File: config.mk
export PLATFORM = sky130hd
export DESIGN_NAME = fetch_queue_stage
export DESIGN_NICKNAME = d
export VERILOG_FILES = /design/src/rtl/fetch_queue_stage.sv
export SDC_FILE = /design/constraint.sdc
export NUM_CORES = 2
export LEC_CHECK = 0
export ABC_AREA = 1
export CAP_MARGIN = 20
export CELL_PAD_IN_SITES_DETAIL_PLACEMENT = 1
export CELL_PAD_IN_SITES_GLOBAL_PLACEMENT = 1
export CORE_ASPECT_RATIO = 0.7
export CORE_UTILIZATION = 35
export DETAILED_ROUTE_END_ITERATION = 16
export PLACE_DENSITY_LB_ADDON = 0.1
export SLEW_MARGIN = 20
export SYNTH_ARGS = -nofsm -noshare
export SYNTH_HDL_FRONTEND = slang
export SYNTH_SLANG_ARGS = --single-unit
File: constraint.sdc
create_clock -name clk -period 40.1 [get_ports clk]
set_input_delay 12.03 -clock clk [delete_from_list [all_inputs] [get_ports clk]]
set_output_delay 12.03 -clock clk [all_outputs]
set_load 0.02 [all_outputs]
File: src/rtl/fetch_queue_stage.sv
// Fetch stage: one I-cache lookup per cycle, kill lanes past the first taken branch, and push
// resolved groups into a small fetch queue. Define RSD_FETCH_QUEUE_PERF_EN for perf outputs.
module fetch_queue_stage #(
    parameter int unsigned FETCH_WIDTH     = 4,
    parameter int unsigned QUEUE_DEPTH     = 4,
    parameter int unsigned PC_WIDTH        = 32,
    parameter int unsigned INSN_WIDTH      = 32,
    parameter int unsigned PRED_META_WIDTH = 64
) (
    input  logic                                   clk,
    input  logic                                   rstN,
    input  logic                                   flush,
    input  logic [FETCH_WIDTH-1:0]                 inValid,
    input  logic [FETCH_WIDTH*PC_WIDTH-1:0]        inPC,
    output logic                                   inReady,
    output logic                                   icRE,
    output logic [PC_WIDTH-1:0]                    icReadAddr,
    input  logic                                   icReadHit,
    input  logic [FETCH_WIDTH*INSN_WIDTH-1:0]      icReadData,
    input  logic [FETCH_WIDTH-1:0]                 predTaken,
    input  logic [FETCH_WIDTH*PC_WIDTH-1:0]        predAddr,
    input  logic [FETCH_WIDTH*PRED_META_WIDTH-1:0] predMeta,
    output logic [FETCH_WIDTH-1:0]                 updateBrHistory,
    output logic                                   missStart,
    output logic [FETCH_WIDTH-1:0]                 outValid,
    output logic [FETCH_WIDTH*PC_WIDTH-1:0]        outPC,
    output logic [FETCH_WIDTH*INSN_WIDTH-1:0]      outInsn,
    output logic [FETCH_WIDTH*PC_WIDTH-1:0]        outPredAddr,
    output logic [FETCH_WIDTH*PRED_META_WIDTH-1:0] outPredMeta,
    output logic [FETCH_WIDTH-1:0]                 outPredTaken,
    input  logic                                   outReady
`ifdef RSD_FETCH_QUEUE_PERF_EN
    ,
    output logic                                   perfIcMiss,
    output logic                                   perfQueueFullStall,
    output logic [31:0]                            perfStallCycles
`endif
);

    localparam int unsigned PtrW   = $clog2(QUEUE_DEPTH) + 1;
    localparam int unsigned IdxW   = PtrW - 1;
    localparam int unsigned Stride = INSN_WIDTH / 8;

    typedef enum logic [1:0] {StEmpty, StLookup, StStall} fetchStateT;

    fetchStateT stateQ, stateD;

    logic [FETCH_WIDTH-1:0]                 fetchValidQ;
    logic [FETCH_WIDTH*PC_WIDTH-1:0]        fetchPcQ;
    logic [FETCH_WIDTH-1:0]                 holdTakenQ;
    logic [FETCH_WIDTH*PC_WIDTH-1:0]        holdAddrQ;
    logic [FETCH_WIDTH*PRED_META_WIDTH-1:0] holdMetaQ;
    logic [PtrW-1:0]                        headQ, tailQ;

    logic [FETCH_WIDTH-1:0]                 qValid    [QUEUE_DEPTH];
    logic [FETCH_WIDTH-1:0]                 qTaken    [QUEUE_DEPTH];
    logic [FETCH_WIDTH*PC_WIDTH-1:0]        qPc       [QUEUE_DEPTH];
    logic [FETCH_WIDTH*INSN_WIDTH-1:0]      qInsn     [QUEUE_DEPTH];
    logic [FETCH_WIDTH*PC_WIDTH-1:0]        qPredAddr [QUEUE_DEPTH];
    logic [FETCH_WIDTH*PRED_META_WIDTH-1:0] qPredMeta [QUEUE_DEPTH];

    logic [PtrW-1:0] count;
    logic [IdxW-1:0] headIdx, tailIdx;
    logic            notEmpty, full, pop, push, load;

    logic [FETCH_WIDTH-1:0]                 selTaken;
    logic [FETCH_WIDTH*PC_WIDTH-1:0]        selAddr;
    logic [FETCH_WIDTH*PRED_META_WIDTH-1:0] selMeta;
    logic [FETCH_WIDTH-1:0]                 laneValid;
    logic [FETCH_WIDTH-1:0]                 pushTaken;
    logic [FETCH_WIDTH*PC_WIDTH-1:0]        pushPredAddr;
    logic                                   seenTaken;

    assign count    = tailQ - headQ;
    assign headIdx  = headQ[IdxW-1:0];
    assign tailIdx  = tailQ[IdxW-1:0];
    assign notEmpty = (count != '0);
    assign full     = (count == PtrW'(QUEUE_DEPTH));
    assign pop      = notEmpty && outReady;
    assign push     = (stateQ != StEmpty) && icReadHit && (!full || pop) && !flush;
    assign inReady  = ((stateQ == StEmpty) || push) && !flush;
    assign load     = inReady && (|inValid);

    // The predictor has moved on once we stall, so STALL must use the copy taken in LOOKUP.
    assign selTaken = (stateQ == StLookup) ? predTaken : holdTakenQ;
    assign selAddr  = (stateQ == StLookup) ? predAddr  : holdAddrQ;
    assign selMeta  = (stateQ == StLookup) ? predMeta  : holdMetaQ;

    always_comb begin
        seenTaken    = 1'b0;
        laneValid    = '0;
        pushPredAddr = '0;
        for (int i = 0; i < FETCH_WIDTH; i++) begin
            laneValid[i] = fetchValidQ[i] && !seenTaken;
            seenTaken    = seenTaken || (fetchValidQ[i] && selTaken[i]);
            pushPredAddr[i*PC_WIDTH +: PC_WIDTH] = selTaken[i]
                ? selAddr[i*PC_WIDTH +: PC_WIDTH]
                : fetchPcQ[i*PC_WIDTH +: PC_WIDTH] + PC_WIDTH'(Stride);
        end
    end

    assign pushTaken = selTaken & laneValid;

    always_comb begin
        stateD = stateQ;
        if (flush) begin
            stateD = StEmpty;
        end else begin
            unique case (stateQ)
                StEmpty:  if (load) stateD = StLookup;
                StLookup,
                StStall: begin
                    if (push) stateD = load ? StLookup : StEmpty;
                    else      stateD = StStall;
                end
                default:  stateD = StEmpty;
            endcase
        end
    end

    always_ff @(posedge clk or negedge rstN) begin
        if (!rstN) begin
            stateQ      <= StEmpty;
            fetchValidQ <= '0;
            fetchPcQ    <= '0;
            holdTakenQ  <= '0;
            holdAddrQ   <= '0;
            holdMetaQ   <= '0;
            headQ       <= '0;
            tailQ       <= '0;
        end else begin
            stateQ <= stateD;
            if (flush) begin
                fetchValidQ <= '0;
            end else if (load) begin
                fetchValidQ <= inValid;
                fetchPcQ    <= inPC;
            end
            if ((stateQ == StLookup) && !push && !flush) begin
                holdTakenQ <= predTaken;
                holdAddrQ  <= predAddr;
                holdMetaQ  <= predMeta;
            end
            if (flush) begin
                headQ <= '0;
                tailQ <= '0;
            end else begin
                if (push) tailQ <= tailQ + 1'b1;
                if (pop)  headQ <= headQ + 1'b1;
            end
        end
    end

    // Storage needs no reset: every read is gated by the occupancy count.
    always_ff @(posedge clk) begin
        if (push) begin
            qValid[tailIdx]    <= laneValid;
            qTaken[tailIdx]    <= pushTaken;
            qPc[tailIdx]       <= fetchPcQ;
            qInsn[tailIdx]     <= icReadData;
            qPredAddr[tailIdx] <= pushPredAddr;
            qPredMeta[tailIdx] <= selMeta;
        end
    end

    assign outValid     = notEmpty ? qValid[headIdx]    : '0;
    assign outPredTaken = notEmpty ? qTaken[headIdx]    : '0;
    assign outPC        = notEmpty ? qPc[headIdx]       : '0;
    assign outInsn      = notEmpty ? qInsn[headIdx]     : '0;
    assign outPredAddr  = notEmpty ? qPredAddr[headIdx] : '0;
    assign outPredMeta  = notEmpty ? qPredMeta[headIdx] : '0;

    assign icRE            = (stateQ != StEmpty);
    assign icReadAddr      = icRE ? fetchPcQ[PC_WIDTH-1:0] : '0;
    assign updateBrHistory = (stateQ == StLookup) ? fetchValidQ : '0;
    assign missStart       = (stateQ == StLookup) && !icReadHit;

`ifdef RSD_FETCH_QUEUE_PERF_EN
    logic [31:0] stallCyclesQ;

    always_ff @(posedge clk or negedge rstN) begin
        if (!rstN) begin
            stallCyclesQ <= '0;
        end else if (stateQ == StStall) begin
            stallCyclesQ <= stallCyclesQ + 32'd1;
        end
    end

    assign perfIcMiss         = missStart;
    assign perfQueueFullStall = (stateQ != StEmpty) && icReadHit && full && !pop;
    assign perfStallCycles    = stallCyclesQ;
`endif

endmodule

==> reports/results.ini <==
[routing]
routed_wl_mm=465.4
viasPerCell=5.226
post_drt_wl_per_cell_microns=26.08
vias=93280
drc=0
drtPass1Iterations=5
ant_nets=0
first_iter_violations=6489

[global_routing]
grt_pass1_wl_mm=668.3
grt-ovfl-total=0
use_met1=0.3273
grtUsageMet3=0.03613
grt_start_max_net_pins=232
use_met2=0.3939
antenna_found_initial=131
grt_pass1_vias=95480
track_usage=0.2417
busiest_layer=met2

[worst_setup_path]
path_class=primary input to output port
arrival_ns=14.23
path_max_fanout=3
path_delay_family=buffers and inverters
worst-path-buf-inv=3
cp-start-kind=primary input
worstPathCellList=clkdlybuf4s50_1, nor2_1, nand3_2, nand2_1, nand2_1, nand2_1, inv_1, clkdlybuf4s50_1
max_stage_delay_ns=0.75
path_common_cell=nand2_1
crit_slowest_cell=clkdlybuf4s50_1
crit_path_end_kind=output port
required_ns=28.07

[cts]
holdBufCountCts=0
root_buffer=clkbuf_16
cts_tree=done
cts_resized=0
cts_setup_buffers=0
cts_buffer_depth=4
insertion_delay_ns=0.89
htree_levels=5
clkSinkCount=3120
numCtsBuffers=328
clkTransAtPathRegs_ns=0.06

[power]
power.density_nw_per_um2=89.90
ir_worst_vdd_mv=0.06390
finalPower_mw=14.21
leakagePower_nw=59.41

[sta]
fin_skew_ns=0.05559
grt_setup_unrepaired=false
period_share=0.6548
finalSetupViolations=0
tightestPinTransition_ns=1.294
fin_hold_ws_ns=0.5085
timing.final.hold_violations=0
drv_slew=0
max_freq_mhz=38.08
slew_headroom=0.1373
finalCriticalPeriod_ns=26.26

[placed_design]
routabilityCongestion=0.9333
dpl.hpwl_mm=298.3
port_buffers=1339

[synth]
synth_seq_area_share=0.7019
ys_ff_latch=3120
ys_warn_count=0
yosys.area.top_type=edfxtp_1
syn_area_sq_um=129700
synth_fp_nets=12230
synthTopCellsByArea=edfxtp_1, dfrtp_1, o21ai_0
ys_types=45
avgSynthCellArea_sq_um=11.22
synth_flop_cell=edfxtp_1
synthArstFlopShare=0.1692
syn_inst=11560
synth_enable_flop_cells=2592
synth_top_area_share=0.6000

[hold_path]
min_path_type=register to register

[die]
die_h_microns=511.3
num_rows=186
die_w_microns=729.6
start_util=0.3528
die_area_sq_um=373100
io_pins=1340
core_area_sq_um=367700

[final_layout]
layout_common_cells=edfxtp_1, o21ai_0, nand2_1, nor2_1, clkdlybuf4s50_1
drive_gt1_frac=0.06774
num-nets-final=13300
area_growth_syn_to_layout_pct=21.84
final_common_cell=edfxtp_1

[outcome]
outcome=finished, final reports clean

[flow_run]
maxCapViolCount=0

-- power by group --
part | switching [mW] | internal, mW | leakage, nW | total (mW)
combinational | 4.51 | 2.06 | 24.4 | 6.56
clock | 1.31 | 1.74 | 5.17 | 3.05
sequential | 0.245 | 4.35 | 29.8 | 4.60
-- cells by family after synthesis --
logic type	Yosys count	share of synthesized area
xor gates and xnor gates	72	0.004861
and+or+nand+nor	3504	0.1058
DFF	3120	0.7019
buffers and inverters	1902	0.05979
AOI/OAI and AO/OA	2901	0.1221
muxes	48	0.004167
adders and majority gates	14	0.001350
-- worst paths after layout --
| path | from | cells after the start | endpoint | slack [ns] |
|---|---|---|---|---|
| setup / recovery | outReady | 8 | inReady | 13.84 |
| max in group asynchronous | rstN | 5 | fetchPcQ[0]$_DFFE_PN0P_ | 25.37 |
| hold / removal | holdAddrQ[96]$_DFFE_PN0P_ | 2 | holdAddrQ[96]$_DFFE_PN0P_ | 0.51 |
| setup reg to reg | headQ[1]$_DFFE_PN0P_ | 13 | qPredAddr[2][17]$_DFFE_PP_ | 32.68 |
| min in group asynchronous | rstN | 1 | holdMetaQ[73]$_DFFE_PN0P_ | 11.19 |
| hold reg to reg | holdAddrQ[96]$_DFFE_PN0P_ | 2 | holdAddrQ[96]$_DFFE_PN0P_ | 0.51 |
-- tightest hold or removal path: cells and delay by family, from the launching register on --
family	cells	cell delay [ns]
AOI/OAI and AO/OA	1	0.08
DFF	1	0.34
and+or+nand+nor	1	0.06
-- area by class of cell --
class	count	area, sq um
Antenna cell	58	145.1
Clock buffer	442	9032
Clock inverter	157	1551
Fill cell	39210	209700
Inverter	1173	4422
Multi-Input combinational cell	6539	31020
Sequential cell	3120	91050
Tap cell	4888	6116
Timing Repair Buffer	1472	14710
-- Yosys cell counts (4+ instances only) --
| cell type | count |
|---|---|
| buf_8 | 7 |
| inv_1 | 1168 |
| nor3_1 | 60 |
| mux2_2 | 48 |
| buf_12 | 8 |
| o21ai_1 | 263 |
| buf_1 | 13 |
| nand2_1 | 1698 |
| xnor2_1 | 18 |
| nand3_1 | 49 |
| o211ai_1 | 15 |
| nand2_2 | 101 |
| o21ai_2 | 101 |
| buf_6 | 29 |
| nor4_1 | 17 |
| o31ai_1 | 4 |
| nand4_1 | 23 |
| buf_4 | 15 |
| o22ai_1 | 661 |
| a31oi_1 | 28 |
| nor2_1 | 1541 |
| xor2_1 | 54 |
| a21oi_1 | 96 |
| dfrtp_1 | 528 |
| a211oi_1 | 7 |
| edfxtp_1 | 2592 |
| ha_1 | 14 |
| o21ai_0 | 1720 |
| buf_2 | 105 |
| clkbuf_1 | 552 |
-- metrics by stage --
step	worst slack, ns	cells	instance area, sq um	TNS (ns)	util
2_1_floorplan	-0.8898	11560	129700	-2306.31	-
3_3_place_gp	13.84	17190	147200	0	0.4004
3_5_place_dp	13.84	17190	147200	0	0.4004
4_1_cts	13.84	17790	157800	0	0.4292
5_1_grt	13.78	17830	158000	0	0.4297
6_report	13.84	17850	158000	0	0.4298
-- state kept, by name, indices dropped and copies added (netlist names) --
name / cells
headQ: 3
holdTakenQ: 4
qInsn: 512
fetchValidQ: 4
qTaken: 16
qPredMeta: 1024
qPredAddr: 512
stateQ: 2
holdMetaQ: 256
holdAddrQ: 128
qPc: 512
fetchPcQ: 128
qValid: 16
tailQ: 3
-- per-layer routing --
layer,vias up,routed length [microns]
li1,41990,-
met1,48030,203800
met2,2506,218200
met3,718,24300
met4,36,18860
met5,-,248
No activity file was read; power rests on OpenSTA's default activity.
